===== src/rtl/sseg_scan.sv =====
// Time-multiplexed seven-segment scanner driving a shared active-low an/sseg bus.
// Display data is double-buffered and only switches at frame boundaries.
module sseg_scan #(
  parameter int NUM_DIGITS  = 4,
  parameter int REFRESH_DIV = 50000,
  parameter int GUARD       = 500
) (
  input  logic                    clk,
  input  logic                    nRESET,
  input  logic                    load,
  input  logic [4*NUM_DIGITS-1:0] value,
  input  logic [NUM_DIGITS-1:0]   dp,
  input  logic                    blank_lz,
  output logic                    pending,
  output logic                    frame_sync,
  output logic [NUM_DIGITS-1:0]   an,
  output logic [7:0]              sseg
);

  localparam int CW = $clog2(REFRESH_DIV);
  localparam int IW = (NUM_DIGITS > 1) ? $clog2(NUM_DIGITS) : 1;

  logic [CW-1:0]           slot_cnt;
  logic [IW-1:0]           dig_idx;
  logic                    slot_last;
  logic                    boundary;
  logic                    in_guard;

  logic [4*NUM_DIGITS-1:0] sh_value, act_value;
  logic [NUM_DIGITS-1:0]   sh_dp, act_dp;
  logic                    sh_blz, act_blz;

  logic [NUM_DIGITS-1:0]   zero_from;
  logic                    acc_zero;
  logic [3:0]              nibble;
  logic                    blanked;

  assign slot_last = (slot_cnt == CW'(REFRESH_DIV - 1));
  assign boundary  = slot_last && (dig_idx == IW'(NUM_DIGITS - 1));

  if (GUARD == 0) begin : g_no_guard
    assign in_guard = 1'b0;
  end else begin : g_guard
    assign in_guard = (slot_cnt < CW'(GUARD));
  end

  function automatic logic [6:0] hex7(input logic [3:0] n);
    logic [6:0] s;
    case (n)
      4'h0: s = 7'h40;  4'h1: s = 7'h79;  4'h2: s = 7'h24;  4'h3: s = 7'h30;
      4'h4: s = 7'h19;  4'h5: s = 7'h12;  4'h6: s = 7'h02;  4'h7: s = 7'h78;
      4'h8: s = 7'h00;  4'h9: s = 7'h10;  4'hA: s = 7'h08;  4'hB: s = 7'h03;
      4'hC: s = 7'h46;  4'hD: s = 7'h21;  4'hE: s = 7'h06;  default: s = 7'h0E;
    endcase
    return s;
  endfunction

  // zero_from[i] is set when every nibble from the top digit down to i is zero.
  always_comb begin
    zero_from = '0;
    acc_zero  = 1'b1;
    for (int i = NUM_DIGITS - 1; i >= 0; i--) begin
      acc_zero     = acc_zero & (act_value[4*i +: 4] == 4'h0);
      zero_from[i] = acc_zero;
    end
  end

  assign nibble  = act_value[{dig_idx, 2'b00} +: 4];
  assign blanked = act_blz && (dig_idx != '0) && zero_from[dig_idx];

  always_ff @(posedge clk or negedge nRESET) begin
    if (!nRESET) begin
      slot_cnt <= '0;
      dig_idx  <= '0;
    end else if (slot_last) begin
      slot_cnt <= '0;
      dig_idx  <= (dig_idx == IW'(NUM_DIGITS - 1)) ? '0 : dig_idx + 1'b1;
    end else begin
      slot_cnt <= slot_cnt + 1'b1;
    end
  end

  // load is a one-cycle strobe with no back-pressure; a load in the boundary
  // cycle wins over the pending clear so the new data waits one more frame.
  always_ff @(posedge clk or negedge nRESET) begin
    if (!nRESET) begin
      sh_value   <= '0;
      sh_dp      <= '0;
      sh_blz     <= 1'b0;
      act_value  <= '0;
      act_dp     <= '0;
      act_blz    <= 1'b0;
      pending    <= 1'b0;
      frame_sync <= 1'b0;
    end else begin
      frame_sync <= boundary;
      if (boundary && pending) begin
        act_value <= sh_value;
        act_dp    <= sh_dp;
        act_blz   <= sh_blz;
      end
      if (load) begin
        sh_value <= value;
        sh_dp    <= dp;
        sh_blz   <= blank_lz;
        pending  <= 1'b1;
      end else if (boundary) begin
        pending  <= 1'b0;
      end
    end
  end

  always_ff @(posedge clk or negedge nRESET) begin
    if (!nRESET) begin
      an   <= '1;
      sseg <= 8'hFF;
    end else if (in_guard) begin
      an   <= '1;
      sseg <= 8'hFF;
    end else begin
      an   <= ~(NUM_DIGITS'(1) << dig_idx);
      sseg <= {~act_dp[dig_idx], blanked ? 7'h7F : hex7(nibble)};
    end
  end

endmodule

===== config.mk =====
export PLATFORM = sky130hd
export DESIGN_NAME = sseg_scan
export DESIGN_NICKNAME = d
export VERILOG_FILES = /design/src/rtl/sseg_scan.sv
export SDC_FILE = /design/constraint.sdc
export NUM_CORES = 1
export LEC_CHECK = 0
export ABC_AREA = 1
export CORE_UTILIZATION = 47
export DETAILED_ROUTE_END_ITERATION = 10
export GPL_TIMING_DRIVEN = 0
export MAX_ROUTING_LAYER = met4
export PLACE_DENSITY_LB_ADDON = 0.15
export SLEW_MARGIN = 20
export SYNTH_ARGS = -nofsm -noshare
export SYNTH_HDL_FRONTEND = slang
export SYNTH_SLANG_ARGS = --single-unit

===== constraint.sdc =====
create_clock -name clk -period 3.1 [get_ports clk]
set_input_delay 0.93 -clock clk [delete_from_list [all_inputs] [get_ports clk]]
set_output_delay 0.93 -clock clk [all_outputs]
set_load 0.005 [all_outputs]

==> impl_metrics.yaml, run 1 <==
clocking:
  clockBufferDepth: 2
  htreeDepth: 3
  insertion_delay_ps: 340
  cts.clk_slew.worst_paths_ps: 70
  hold_buffers: 0
  postCtsSetupBuffers: 0
  root_buffer: "clkbuf_8"
  cts_tree: "built"
  clock_sinks: 74
  cts_buffers: 9
  cts.repair.resized: 0
drt:
  ant_nets: 0
  drt-total-wl_mm: 6.819
  drc: 0
  wl_per_cell_um: 11.40
  drtPass1Iterations: 4
  drt-initial-drc-count: 73
  drt-vias-per-instance: 4.746
  vias: 2838
setup_path:
  worstSetupPathType: "reg2out"
  required_ps: 2170
  worstSetupEndpointType: "output port"
  cp.buffers_inverters: 1
  r2r-start: "dig_idx[0]"
  reg2reg_depth: 11
  start_kind: "flip-flop"
  r2r_slack_ps: 1140
  path_cells: "clkdlybuf4s50_1"
  r2r-end: "sseg[0]"
  cp_slowest_cell: "clkdlybuf4s50_1"
  crit_family: "buffers and inverters"
  critPathMaxStageDelay_ps: 540
  cp_max_fo: 6
  critical_path_depth: 1
  crit_arrival_ps: 1350
global_route:
  grt_pass1_wl_mm: 11.98
  grt_usage: 0.2010
  antenna_found_initial: 0
  grt_overflow_total: 0
  grt_start_max_net_pins: 47
  grt_pass1_vias: 2693
die:
  row_count: 31
  coreArea_sq_mm: 0.007331
  die_h_um: 89.46
  start_util: 0.4904
  chipWidth_um: 89.46
  pin_count: 38
  die_area_sq_mm: 0.008002
sta:
  min_period_ps: 2278
  max_slew_margin: 0.6921
  post-route-period-util: 0.7350
  final-max-slew-violation-count: 0
  setup_violations: 0
  fin_worst_skew_ps: 10.26
  worst_pin_slew_ps: 461.9
  fmax_mhz: 438.9
  rsz0062_at_grt: "no"
  fin_ws_ps: 821.6
  hold_violations: 0
pwr:
  switching_share: 0.2125
  p_leak_uw: 0.002149
  ir_worst_vdd_mv: 0.3195
  clock_power_share: 0.397
  switchingPower_uw: 382.6
  pwr-share-comb: 0.046
  p_per_area_mw_per_mm2: 418.8
  p_int_uw: 1418
  p_seq_frac: 0.557
final_layout:
  antenna_cells: 0
  nets: 530
  drive_above_1_share: 0.1002
  stdcell_count: 598
  final_util: 0.5864
  areaGrowthSynthToFinish_pct: 19.60
worst_hold_path:
  hold_depth: 1
  worstHoldStart: "slot_cnt[0]"
  holdPathEnd: "slot_cnt[0]"
  hp-class: "reg2reg"
yosys:
  synthesis.nets: 481
  synth-seq-cells: 74
  netlist_instances: 446
  syn_area_per_cell_sq_um: 8.060
  yosysWarnings: 0
  synth-seq-area-share: 0.5193
  syn_area_sq_mm: 0.003595
  synth_cell_types: 26
placed_design:
  dp.cells: 583
  globalplace.congestion: 0.8953
  portBuffers: 37
  hpwl_mm: 5.073
  pre_cts_ws_ps: 940.4
status:
  status: "complete, no violations"
run:
  maxCapViolCount: 0
## flip-flops by register name, summed over array words and instances, names as in the netlist
signal,flops
sseg,8
act_dp,4
frame_sync,1
act_value,16
slot_cnt,16
pending,1
dig_idx,2
sh_dp,4
act_blz,1
an,4
sh_blz,1
sh_value,16
## layout make-up
type	count	area, sq um
Buffer	12	78.83
Clock buffer	12	145.1
Clock inverter	3	40.04
Fill cell	711	3032
Inverter	39	146.4
Multi-Input combinational cell	321	1503
Sequential cell	74	1867
Tap cell	99	123.9
Timing Repair Buffer	38	395.4
## synth_stat cells
master / number / area [sq um]
o21bai_1: 1 / 7.510
or2_1: 1 / 6.260
nor2_4: 2 / 22.52
o22ai_1: 1 / 6.260
clkbuf_1: 3 / 11.26
nor3_1: 3 / 15.01
a21oi_1: 6 / 30.03
buf_6: 3 / 33.78
buf_4: 2 / 15.01
nor2_2: 4 / 25.02
nand2_2: 5 / 31.28
dfrtp_1: 62 / 1551
and2_1: 1 / 6.260
nand3_1: 53 / 265.3
dfstp_2: 12 / 315.3
buf_1: 1 / 3.750
nand2_1: 176 / 660.6
nor2_1: 35 / 131.4
a21oi_4: 1 / 16.27
o21ai_0: 8 / 40.04
xor2_1: 8 / 70.07
nand4_1: 5 / 31.28
inv_1: 36 / 135.1
buf_2: 3 / 15.01
ha_1: 11 / 137.6
inv_2: 3 / 11.26
## logic make-up after synthesis
group                    count (synthesis)  share of synthesized area
adder cells (fa/ha/maj)                 11                    0.03829
AO/OA/AOI/OAI                           17                    0.02785
XOR/XNOR                                 8                    0.01949
buffers and inverters                   51                    0.06265
AND/OR/NAND/NOR                        285                     0.3324
flip-flops                              74                     0.5193
## worst max path at each step
| stage | from | endpoint | slack, ps |
|---|---|---|---|
| 2_1_floorplan | dig_idx[0] | sseg[0] | 1460 |
| 3_3_place_gp | nRESET | sh_value[13] | -1360 |
| 3_5_place_dp | load | sh_value[11] | 940 |
| 4_1_cts | pending | pending | 800 |
| 5_1_grt | pending | pending | 780 |
| 6_report | pending | pending | 820 |
## power by group through the flow
stage | registers [uW] | logic, uW | clock network [uW]
2_1_floorplan | 1020 | 27.4 | 0
3_3_place_gp | 1020 | 79.3 | 0
3_5_place_dp | 1020 | 85.3 | 0
4_1_cts | 1000 | 85.4 | 738
5_1_grt | 1010 | 97.4 | 780
6_report | 1000 | 82.3 | 715
## cell usage in the layout (no fill, tap or decap), drive strengths merged, types with 2 or more instances in the layout
cell | netlist | layout
buf | 9 | 11
a21oi | 7 | 7
dfstp | 12 | 12
clkdlybuf4s50 | 0 | 36
nand3 | 53 | 53
clkinv | 0 | 2
nand4 | 5 | 5
xor2 | 8 | 8
inv | 39 | 39
ha | 11 | 11
dfrtp | 62 | 62
clkbuf | 3 | 15
nor3 | 3 | 3
nor2 | 41 | 41
o21ai | 8 | 8
nand2 | 181 | 181
## metal layers
layer | share of wire | track usage
met5 | 0 | -
met4 | 0.015 | 0.06061
met3 | 0.026 | 0.03324
met2 | 0.46 | 0.3151
met1 | 0.50 | 0.2688
## through the flow
stage	instance area (sq um)	TNS [ps]	hold WS, ps	power (uW)
3_3_place_gp	4089	-90570	449.9	1100
3_5_place_dp	4114	0	458.3	1106
2_1_floorplan	3595	0	432.2	1045
6_report	4299	0	461.4	1801
4_1_cts	4299	0	466.2	1826
5_1_grt	4299	0	488.0	1884
Power figures use the tool's default switching activity.
==> inputs of run 2 (changes only) <==
clock period = 1.9 ns   (was 3.1 ns; I/O delays follow)
==> run 2 against run 1 <==
  * Count of clock-buffer cells in the layout stayed put
  * Cell area hardly changed
  * First-iteration DRC count grew 36%
  * Critical path depth is the same
  * Utilization barely moved
  * Total power increased by 63%
  * Global-route usage hardly changed
  * Die area unchanged
  * Sequential share of layout area about the same
==> impl_metrics.yaml, run 2 (synthesized netlist as in run 1, its figures left out) <==
status:
  status: "complete, no violations"
setup_path:
  r2r_slack_ps: 150
  cp_slowest_cell: "clkdlybuf4s50_1"
  endpoint: "pending"
  cp_max_fo: 6
  worstSetupEndpointType: "output port"
  required_ps: 1330
  cp.buffers_inverters: 1
  path_cells: "clkdlybuf4s50_1"
  r2r-end: "sseg[0]"
  worstSetupPathType: "reg2out"
  critPathMaxStageDelay_ps: 520
  crit_family: "buffers and inverters"
  critical_path_depth: 1
  startpoint: "pending"
  crit_arrival_ps: 1280
  start_kind: "flip-flop"
  reg2reg_depth: 11
  r2r-start: "dig_idx[0]"
drt:
  drt-vias-per-instance: 4.739
  ant_nets: 0
  drt-initial-drc-count: 99
  drtPass1Iterations: 4
  vias: 2834
  drt-total-wl_mm: 6.806
  drc: 0
  wl_per_cell_um: 11.38
final_layout:
  final_common_cell: "nand2_1"
  top_regs: "act_value x16, sh_value x16, slot_cnt x16"
  antenna_cells: 0
  layout_common_cells: "nand2_1, dfrtp_1, nand3_1"
  drive_above_1_share: 0.1142
  nets: 530
  areaGrowthSynthToFinish_pct: 19.63
pwr:
  p_seq_frac: 0.557
  switchingPower_uw: 626.2
  clock_power_share: 0.398
  p_int_uw: 2314
  p_per_area_mw_per_mm2: 683.6
  power_uw: 2940
  switching_share: 0.2130
  p_leak_uw: 0.002123
  pwr-share-comb: 0.046
  ir_worst_vdd_mv: 0.5213
sta:
  fin_worst_skew_ps: 9.907
  fin_hold_ws_ps: 142.0
  fin_ws_ps: 45.31
  setup_violations: 0
  worst_pin_slew_ps: 462.0
  hold_violations: 0
  min_period_ps: 1855
  post-route-period-util: 0.9762
  final-max-slew-violation-count: 0
  fmax_mhz: 539.2
  max_slew_margin: 0.6920
worst_hold_path:
  hp-class: "in2async"
die:
  coreArea_sq_mm: 0.007331
  chipWidth_um: 89.46
  row_count: 31
  pin_count: 38
  die_area_sq_mm: 0.008002
  start_util: 0.4904
  die_h_um: 89.46
clocking:
  root_buffer: "clkbuf_8"
  hold_buffers: 0
  cts.clk_slew.worst_paths_ps: 70
  clock_sinks: 74
  htreeDepth: 3
  insertion_delay_ps: 340
  cts_buffers: 9
  cts_tree: "built"
  clockBufferDepth: 2
run:
  maxCapViolCount: 0
global_route:
  antenna_found_initial: 0
  grt_pass1_wl_mm: 11.97
  busiest_layer: "met2"
  grt_use_met3: 0.03324
  grt_overflow_total: 0
  grt_pass1_vias: 2694
  grtUsageMet1: 0.2676
  grt_usage: 0.2006
  met2_usage: 0.3151
  grt_start_max_net_pins: 47
placed_design:
  globalplace.congestion: 0.8953
  hpwl_mm: 5.073
  pre_cts_ws_ps: -63.68
  portBuffers: 37
==> run 2: cell count changes in the layout (fill, tap and decap cells not counted), sizes merged <==
| cell | change |
|---|---|
| clkdlybuf4s50 | -12 |
| dlygate4sd2 | +12 |
==> run 2: power groups by stage <==
| stage | Clock [uW] | Sequential [uW] | Combinational (uW) |
|---|---|---|---|
| after detailed placement | 0 | 1670 | 139 |
| after CTS | 1200 | 1640 | 139 |
| final | 1170 | 1640 | 134 |
| after global routing | 1270 | 1640 | 159 |
| after floorplan | 0 | 1660 | 44.7 |
| after global placement | 0 | 1670 | 129 |
==> run 2: how the worst min path moves through the flow <==
stage | end | slack, ps | cells after the start
after CTS | slot_cnt[10] | 150 | 1
after detailed placement | slot_cnt[0] | 460 | 1
after floorplan | act_blz | 270 | 0
after global routing | slot_cnt[8] | 170 | 1
after global placement | slot_cnt[0] | 450 | 1
final | slot_cnt[10] | 140 | 1
==> run 2: metrics by stage <==
step	instance area (sq um)	instances	utilization	setup TNS, ps
6_report	4300	598	0.5866	0
5_1_grt	4300	598	0.5866	-2.758
4_1_cts	4290	598	0.5853	0
3_5_place_dp	4114	583	0.5612	-125.7
3_3_place_gp	4089	582	0.5578	-152730
2_1_floorplan	3595	446	-	0
==> run 2: cell type report <==
class                           instances  area (sq um)
Sequential cell                        74          1869
Fill cell                             715          3030
Tap cell                               99         123.9
Multi-Input combinational cell        321          1514
Inverter                               39         146.4
Clock buffer                           12         145.1
Buffer                                 12         81.33
Clock inverter                          3         40.04
Timing Repair Buffer                   38         380.4
==> run 2: routing by layer <==
layer  vias up  part of all wire
met5         -                 0
met2        42              0.46
li1       1492                 -
met1      1292              0.50
met3         8             0.024
met4         0             0.015
==> run 2: repair_timing <==
item / in CTS / in global routing
hold endpoints to repair: 0 / 0
resized for setup: 15 / 5
endpoints found under the setup margin: 15 / 5
buffers inserted: 0 / 0
